`config.mk`:
```
export PLATFORM = sky130hd
export DESIGN_NAME = mips32_mem_arbiter
export DESIGN_NICKNAME = d
export VERILOG_FILES = /design/src/rtl/mips32_pkg.sv /design/src/rtl/mips32_mem_arbiter.sv
export SDC_FILE = /design/constraint.sdc
export NUM_CORES = 1
export LEC_CHECK = 0
export CORE_MARGIN = 2
export CORE_UTILIZATION = 27
export CTS_BUF_LIST = sky130_fd_sc_hd__clkbuf_2
export CTS_CLUSTER_SIZE = 25
export DETAILED_ROUTE_END_ITERATION = 12
export PLACE_DENSITY = 0.81
export SLEW_MARGIN = 10
export SYNTH_ARGS = -nofsm -noshare
export SYNTH_HDL_FRONTEND = slang
export SYNTH_SLANG_ARGS = --single-unit
```
`constraint.sdc`:
```
create_clock -name clk -period 1.5 [get_ports clk]
set_input_delay 0.225 -clock clk [delete_from_list [all_inputs] [get_ports clk]]
set_output_delay 0.225 -clock clk [all_outputs]
set_load 0.05 [all_outputs]
```
`src/rtl/mips32_pkg.sv`:
```
// rtl/mips32_pkg.sv - shared constants for the MIPS32 core memory subsystem
//
// Purpose: port index encoding used by the arbiter's read-owner register,
//          plus instruction encodings shared by the core and its bench.
// Ports:   none (package).

package mips32_pkg;

  // Requester index; PORT_NONE marks "no read in flight".
  typedef enum logic [1:0] {
    PORT_LD   = 2'd0,
    PORT_DM   = 2'd1,
    PORT_IF   = 2'd2,
    PORT_NONE = 2'd3
  } port_e;

  localparam logic [31:0] NOP_INSTR = 32'h0c631800;
  localparam logic [31:0] HLT_INSTR = 32'hfc000000;

  // One-hot {ld, dm, if} view of a port index.
  function automatic logic [2:0] port_onehot(input port_e p);
    case (p)
      PORT_LD: port_onehot = 3'b100;
      PORT_DM: port_onehot = 3'b010;
      PORT_IF: port_onehot = 3'b001;
      default: port_onehot = 3'b000;
    endcase
  endfunction

endpackage

```
`src/rtl/mips32_mem_arbiter.sv`:
```
// rtl/mips32_mem_arbiter.sv - fixed-priority single-port RAM arbiter with fetch starvation guard
//
// Purpose: shares one synchronous RAM between the loader (ld), the MEM-stage
//          data port (dm) and the IF-stage fetch (if). Priority ld > dm > if,
//          except fetch jumps ahead of dm once it has been denied STARVE_LIM
//          consecutive cycles. Read data returns one cycle after grant.
// Ports:
//   clk, rst                          clock, synchronous active-high reset
//   halted                            core halted; masks fetch requests
//   ld_req/ld_we/ld_addr/ld_wdata     loader request
//   ld_gnt/ld_rvalid                  loader grant / read valid
//   dm_req/dm_we/dm_addr/dm_wdata     data-port request
//   dm_gnt/dm_rvalid                  data-port grant / read valid
//   if_req/if_addr                    fetch request (read only)
//   if_gnt/if_rvalid                  fetch grant / instruction valid
//   rdata                             read data broadcast to all requesters
//   mem_en/mem_we/mem_addr/mem_wdata  RAM command
//   mem_rdata                         RAM read data

module mips32_mem_arbiter
  import mips32_pkg::*;
#(
  parameter int ADDR_W     = 10,
  parameter int DATA_W     = 32,
  parameter int STARVE_LIM = 4
) (
  input  logic              clk,
  input  logic              rst,
  input  logic              halted,

  input  logic              ld_req,
  input  logic              ld_we,
  input  logic [ADDR_W-1:0] ld_addr,
  input  logic [DATA_W-1:0] ld_wdata,
  output logic              ld_gnt,
  output logic              ld_rvalid,

  input  logic              dm_req,
  input  logic              dm_we,
  input  logic [ADDR_W-1:0] dm_addr,
  input  logic [DATA_W-1:0] dm_wdata,
  output logic              dm_gnt,
  output logic              dm_rvalid,

  input  logic              if_req,
  input  logic [ADDR_W-1:0] if_addr,
  output logic              if_gnt,
  output logic              if_rvalid,

  output logic [DATA_W-1:0] rdata,

  output logic              mem_en,
  output logic              mem_we,
  output logic [ADDR_W-1:0] mem_addr,
  output logic [DATA_W-1:0] mem_wdata,
  input  logic [DATA_W-1:0] mem_rdata
);

  localparam int                CNT_W = $clog2(STARVE_LIM + 1);
  localparam logic [CNT_W-1:0]  LIM   = CNT_W'(STARVE_LIM);

  port_e            gnt_sel;
  port_e            owner_d,      owner_q;
  logic [CNT_W-1:0] starve_cnt_d, starve_cnt_q;
  logic             if_ok;
  logic             starve_hit;

  // Fetch only competes while the core is running.
  assign if_ok      = if_req && !halted;
  assign starve_hit = if_ok && (starve_cnt_q == LIM);

  always_comb begin
    gnt_sel = PORT_NONE;
    if (!rst) begin
      if (ld_req) begin
        gnt_sel = PORT_LD;
      end else if (starve_hit) begin
        gnt_sel = PORT_IF;
      end else if (dm_req) begin
        gnt_sel = PORT_DM;
      end else if (if_ok) begin
        gnt_sel = PORT_IF;
      end
    end
  end

  assign ld_gnt = (gnt_sel == PORT_LD);
  assign dm_gnt = (gnt_sel == PORT_DM);
  assign if_gnt = (gnt_sel == PORT_IF);

  always_comb begin
    mem_en    = 1'b0;
    mem_we    = 1'b0;
    mem_addr  = '0;
    mem_wdata = '0;
    case (gnt_sel)
      PORT_LD: begin
        mem_en    = 1'b1;
        mem_we    = ld_we;
        mem_addr  = ld_addr;
        mem_wdata = ld_wdata;
      end
      PORT_DM: begin
        mem_en    = 1'b1;
        mem_we    = dm_we;
        mem_addr  = dm_addr;
        mem_wdata = dm_wdata;
      end
      PORT_IF: begin
        mem_en    = 1'b1;
        mem_addr  = if_addr;
      end
      default: ;
    endcase
  end

  always_comb begin
    // Only reads need a return path; writes finish in the grant cycle.
    owner_d = (mem_en && !mem_we) ? gnt_sel : PORT_NONE;

    starve_cnt_d = starve_cnt_q;
    if (!if_ok || if_gnt) begin
      starve_cnt_d = '0;
    end else if (starve_cnt_q != LIM) begin
      starve_cnt_d = starve_cnt_q + 1'b1;
    end
  end

  always_ff @(posedge clk) begin
    if (rst) begin
      owner_q      <= PORT_NONE;
      starve_cnt_q <= '0;
    end else begin
      owner_q      <= owner_d;
      starve_cnt_q <= starve_cnt_d;
    end
  end

  assign ld_rvalid = (owner_q == PORT_LD);
  assign dm_rvalid = (owner_q == PORT_DM);
  assign if_rvalid = (owner_q == PORT_IF);
  assign rdata     = mem_rdata;

endmodule

```
**Yosys cells after proc, flatten, opt, wreduce, memory -nomap -nowiden**

Cells that the tools add are included.

- Register bits: 5
- Input bits: 134

- Add/sub/neg operators: 1
- Equality and inequality tests: 6
- Muxes and demuxes: 9
- Bitwise operators: 1
- Reductions and logical operators: 12

Operators by type and width:

| cell | count |
|---|---|
| $pmux W32 S2 | 1 |
| $pmux W10 S3 | 1 |
| $mux W2 | 4 |
| $eq A2 B1 Y1 const B | 2 |
| $eq A2 B2 Y1 const B | 2 |
| $logic_not A2 Y1 | 2 |
| $reduce_or A2 Y1 | 2 |
| $add A3 B1 Y3 const B | 1 |
| $eq A3 B3 Y1 const B | 1 |
| $logic_and A1 B1 Y1 | 3 |
| $logic_not A1 Y1 | 3 |
| $ne A3 B3 Y1 const B | 1 |
| $reduce_or A3 Y1 | 1 |
| $mux W1 | 2 |
| $pmux W1 S2 | 1 |
| $logic_or A1 B1 Y1 | 1 |
| $not A1 Y1 | 1 |

**Depth between registers and ports, before layout**

- Depth in word-level cells: 13
- Depth in mapped cells: 7
- Mapped depth without buffers: 5

**Worst setup path after synthesis**

No wires, ideal clock.

- Path type: register -> output
- Start: reg starve_cnt_q[0]
- End: out mem_we
- Arrival: 2255 ps
- Path slack: -980 ps
- Stages on the path, launching flop included: 7
- Buffers on the path: 1
- Path through: dfxtp_1 -> inv_1 -> ha_1 -> and2_1 -> buf_6 -> o221ai_1 -> a211oi_1

- Cells in the longest elaborated chain, start to end: 7
- Elaborated cells between the ends (all ways): 8
- Those cells by class: 2 x eq/ne; 4 x mux; 2 x reduce/logical

Ends and longest elaborated chain:

| what | RTL line | RTL |
|---|---|---|
| from (decl) | mips32_mem_arbiter.sv:64 | `logic [CNT_W-1:0] starve_cnt_d, starve_cnt_q;` |
| from (signal assigned) | mips32_mem_arbiter.sv:135 | `starve_cnt_q <= starve_cnt_d;` |
| $eq A3 B3 Y1 (*) | mips32_mem_arbiter.sv:70 | `assign starve_hit = if_ok && (starve_cnt_q == LIM);` |
| $logic_and A1 B1 Y1 (*) | mips32_mem_arbiter.sv:70 |  |
| $mux W2 (*) | mips32_mem_arbiter.sv:77 | `end else if (starve_hit) begin` |
| $mux W2 (*) | mips32_mem_arbiter.sv:75 | `if (ld_req) begin` |
| $mux W2 (*) | mips32_mem_arbiter.sv:74 | `if (!rst) begin` |
| $eq A2 B1 Y1 / $logic_not A2 Y1 (equally long branches) | mips32_mem_arbiter.sv:96 | `case (gnt_sel)` |
| $pmux W1 S2 (*) | mips32_mem_arbiter.sv:96 |  |
| to (decl) | mips32_mem_arbiter.sv:53 | `output logic mem_we,` |

Every way passes the cells marked *; elsewhere a longest branch is shown, timed or not.

**Final worst setup path**

- Start: reg starve_cnt_q[0]
- End: out mem_wdata[18]

- Cells in the longest elaborated chain, start to end: 7
- Elaborated cells between the ends (all ways): 8
- Those cells by class: 2 x eq/ne; 4 x mux; 2 x reduce/logical

Ends and longest elaborated chain:

| what | RTL line | RTL |
|---|---|---|
| $eq A3 B3 Y1 (*) | mips32_mem_arbiter.sv:70 |  |
| $logic_and A1 B1 Y1 (*) | mips32_mem_arbiter.sv:70 |  |
| $mux W2 (*) | mips32_mem_arbiter.sv:77 |  |
| $mux W2 (*) | mips32_mem_arbiter.sv:75 |  |
| $mux W2 (*) | mips32_mem_arbiter.sv:74 |  |
| $eq A2 B1 Y1 / $logic_not A2 Y1 (equally long branches) | mips32_mem_arbiter.sv:96 |  |
| $pmux W32 S2 (*) | mips32_mem_arbiter.sv:96 |  |
| to (decl) | mips32_mem_arbiter.sv:55 | `output logic [DATA_W-1:0] mem_wdata,` |

Marked as above.

==> impl_metrics.json <==
{
  "cts_tree": "yes",
  "status": "finished with violations",
  "postRouteAntennaNets": 0,
  "ios": 216,
  "wl_per_cell_microns": 20.94,
  "reg2reg_to": "starve_cnt_q[0]",
  "hold-worst-slack_ns": 0.4500,
  "synth.distinct_cells": 36,
  "cp-start-kind": "flop",
  "ys_ff_latch": 5,
  "slowest_delay_ns": 0.34,
  "setup_viol": 49,
  "htree_levels": 1,
  "io_buffer_count": 151,
  "hold_class": "in -> out",
  "drtIter0Drc": 132,
  "cp_top_family": "compound AO/OA/AOI/OAI gates",
  "drt_wl_total_microns": 9990,
  "critical-path-slowest-cell": "dfxtp_2",
  "floorplan.initialDensity_pct": 27.68,
  "grt_usage_pct": 23.16,
  "antenna_found_initial": 0,
  "drt_pass1_iterations": 4,
  "r2r_cells": 7,
  "rsz0062_at_grt": "true",
  "die_h_microns": 90,
  "dpl_worst_slack_ns": -0.6302,
  "ir_drop_uv": 217.3,
  "syn_inst": 242,
  "drive_gt1_share_pct": 55.29,
  "areaGrowthSynthToFinish_pct": 151.6,
  "path_class": "reg -> out",
  "clock_path_buffers": 2,
  "hold_end": "rdata[0]",
  "timing.final.crit_period_ns": 2.168,
  "syn_nets": 378,
  "cp.arrival_ns": 1.94,
  "grt_pass1_vias": 2911,
  "cts_root_buf": "clkbuf_2",
  "leakage_nw": 1.586,
  "hold_depth": 0,
  "crit_fanout": 8,
  "cts_hold_buf": 0,
  "post-route-util_pct": 69.63,
  "slew_headroom_pct": 75.15,
  "cts_sinks": 5,
  "critPathCaptureType": "primary output",
  "cap_violations": 0,
  "grt_max_degree": 35,
  "dieArea_sq_um": 8100,
  "min-delay-start": "mem_rdata[0]",
  "fmax_mhz": 461.2,
  "crit_chain": "inv_2 -> ha_4 -> a21boi_4 -> buf_6 -> clkbuf_16 -> o211ai_1 -> a211oi_4 -> buf_12",
  "hpwl_microns": 6765,
  "fin_ws_ns": -0.6683,
  "ff2ff_setup_slack_ns": -0.26,
  "drc": 0,
  "gp_congestion": 0.7301,
  "netlist_area_sq_um": 1997,
  "cp.required_ns": 1.27,
  "r2r-start": "starve_cnt_q[0]",
  "gr-total-overflow": 0,
  "hold_violations": 0,
  "via_per_inst": 5.751,
  "ys_warn_count": 0,
  "critPathBufInv": 4,
  "die_x_microns": 90,
  "worst_pin_slew_ns": 0.3727,
  "core_sq_um": 7214,
  "clk_latency_ns": 0.26,
  "power_density_nw_per_um2": 405.1,
  "synth_seq_area_share_pct": 5.013,
  "fill_cells": 481,
  "nets": 515,
  "min_period_over_period_pct": 144.6,
  "clkTransAtPathRegs_ns": 0.07,
  "rows": 31,
  "via_count": 2743,
  "violations": "negative setup slack",
  "avgSynthCellArea_sq_um": 8.252,
  "cts_buffers": 3,
  "grt_pass1_wl_microns": 15290,
  "fin_skew_ns": 0.003385,
  "drv_slew": 0,
  "num_antenna_cells": 0
}
## routing by layer
metal | vias to the layer above | share of wire (%) | track usage (%)
met5 | - | 0 | 0
met4 | 0 | 2.2 | 7.692
met3 | 23 | 6.6 | 4.023
met2 | 138 | 54 | 44.61
met1 | 1364 | 37 | 25.36
li1 | 1218 | - | -
## logic make-up after synthesis
logic type | Yosys count | share of synthesized area [%]
fa+ha+maj | 2 | 1.253
simple gates | 30 | 9.524
buf+inv | 76 | 25.19
compound gates | 128 | 58.52
flops | 5 | 5.013
mux | 1 | 0.5013
## synth_stat cells
cell type	count	area (sq um)
nand3_1	1	5.000
a21o_1	1	7.510
a21oi_4	1	16.27
buf_4	33	247.7
clkbuf_1	15	56.30
inv_1	2	7.510
clkinv_1	1	3.750
nand3b_1	1	7.510
buf_6	10	112.6
a211oi_2	31	387.9
a21bo_2	1	10.01
or3_1	1	6.260
dfxtp_1	5	100.1
nor3_1	2	10.01
and2_1	1	6.260
nor3b_1	1	7.510
a21oi_1	10	50.05
a21boi_4	1	18.77
o21ai_0	1	5.000
clkbuf_2	1	5.000
o221ai_1	33	289.0
nor4_1	2	12.51
nor2_1	3	11.26
a211o_1	1	8.760
nand4_1	10	62.56
mux2i_1	1	10.01
a211oi_1	3	22.52
a32oi_1	10	87.58
ha_1	2	25.02
buf_2	14	70.07
nor3b_2	1	12.51
a21oi_2	2	17.52
nand2b_1	2	12.51
nand4b_1	2	17.52
o211ai_1	33	247.7
nor2b_1	3	18.77
## area by class of cell
type                    instances  area, sq um  area share (%)
clock buffers                   4        20.02          0.3985
flip-flops and latches          5        102.6           2.042
well taps                      99        123.9           2.466
multi-input cells             161         2100           41.79
repair buffers                205         2666           53.08
inverters                       3        11.26          0.2242
## sequential cells by signal (all words and copies together) (netlist names)
register,flops
owner_q,2
starve_cnt_q,3
## worst register-to-register path, stage by stage (launching register included)
cell and delay (ns):
dfxtp_2 0.34, inv_2 0.04, ha_4 0.17, and2_2 0.23, buf_12 0.17, buf_4 0.15, or3_1 0.36, a211oi_2 0.21
## worst max-delay path by stage
stage	startpoint	end	slack [ns]	depth (start not counted)
after detailed placement	dm_req	mem_wdata[28]	-0.63	6
after floorplan	starve_cnt_q[0]	mem_wdata[22]	-0.35	6
after CTS	starve_cnt_q[0]	mem_wdata[28]	-0.61	8
final	starve_cnt_q[0]	mem_wdata[18]	-0.67	8
after global routing	starve_cnt_q[0]	mem_wdata[11]	-0.71	8
after global placement	dm_req	mem_wdata[0]	-0.59	6
## through the flow
step	instances	setup TNS (ns)	power (mW)	instance area, sq um
2_1_floorplan	242	-13.11	1.205	2491
3_3_place_gp	453	-26.40	1.681	4400
3_5_place_dp	453	-28.36	1.708	4400
4_1_cts	474	-25.82	1.982	4876
5_1_grt	477	-30.66	2.101	5024
6_report	477	-27.94	2.035	5024
## repair_timing
action | CTS | global route
setup buffers | 11 | 1
cloned | 6 | 3
endpoints found under the setup margin | 49 | 51
resized for setup | 47 | 20
pin swaps | 57 | 18
## report_power, final
| group | switching, mW | total (mW) | internal, mW |
|---|---|---|---|
| clock | 0.0792 | 0.150 | 0.0706 |
| sequential | 0.00335 | 0.141 | 0.138 |
| combinational | 0.867 | 1.74 | 0.877 |
## cells in the final DEF, fill, tap and decap left out, drive strengths merged, types with 3 or more instances in the layout
cell type,n
clkdlybuf4s50,96
dfxtp,5
dlygate4sd2,3
nor2b,3
nand4,10
nor2,3
a21oi,13
a211oi,34
a32oi,10
clkbuf,7
buf,102
o211ai,33
o221ai,33
No activity file was read; power rests on OpenSTA's default activity.
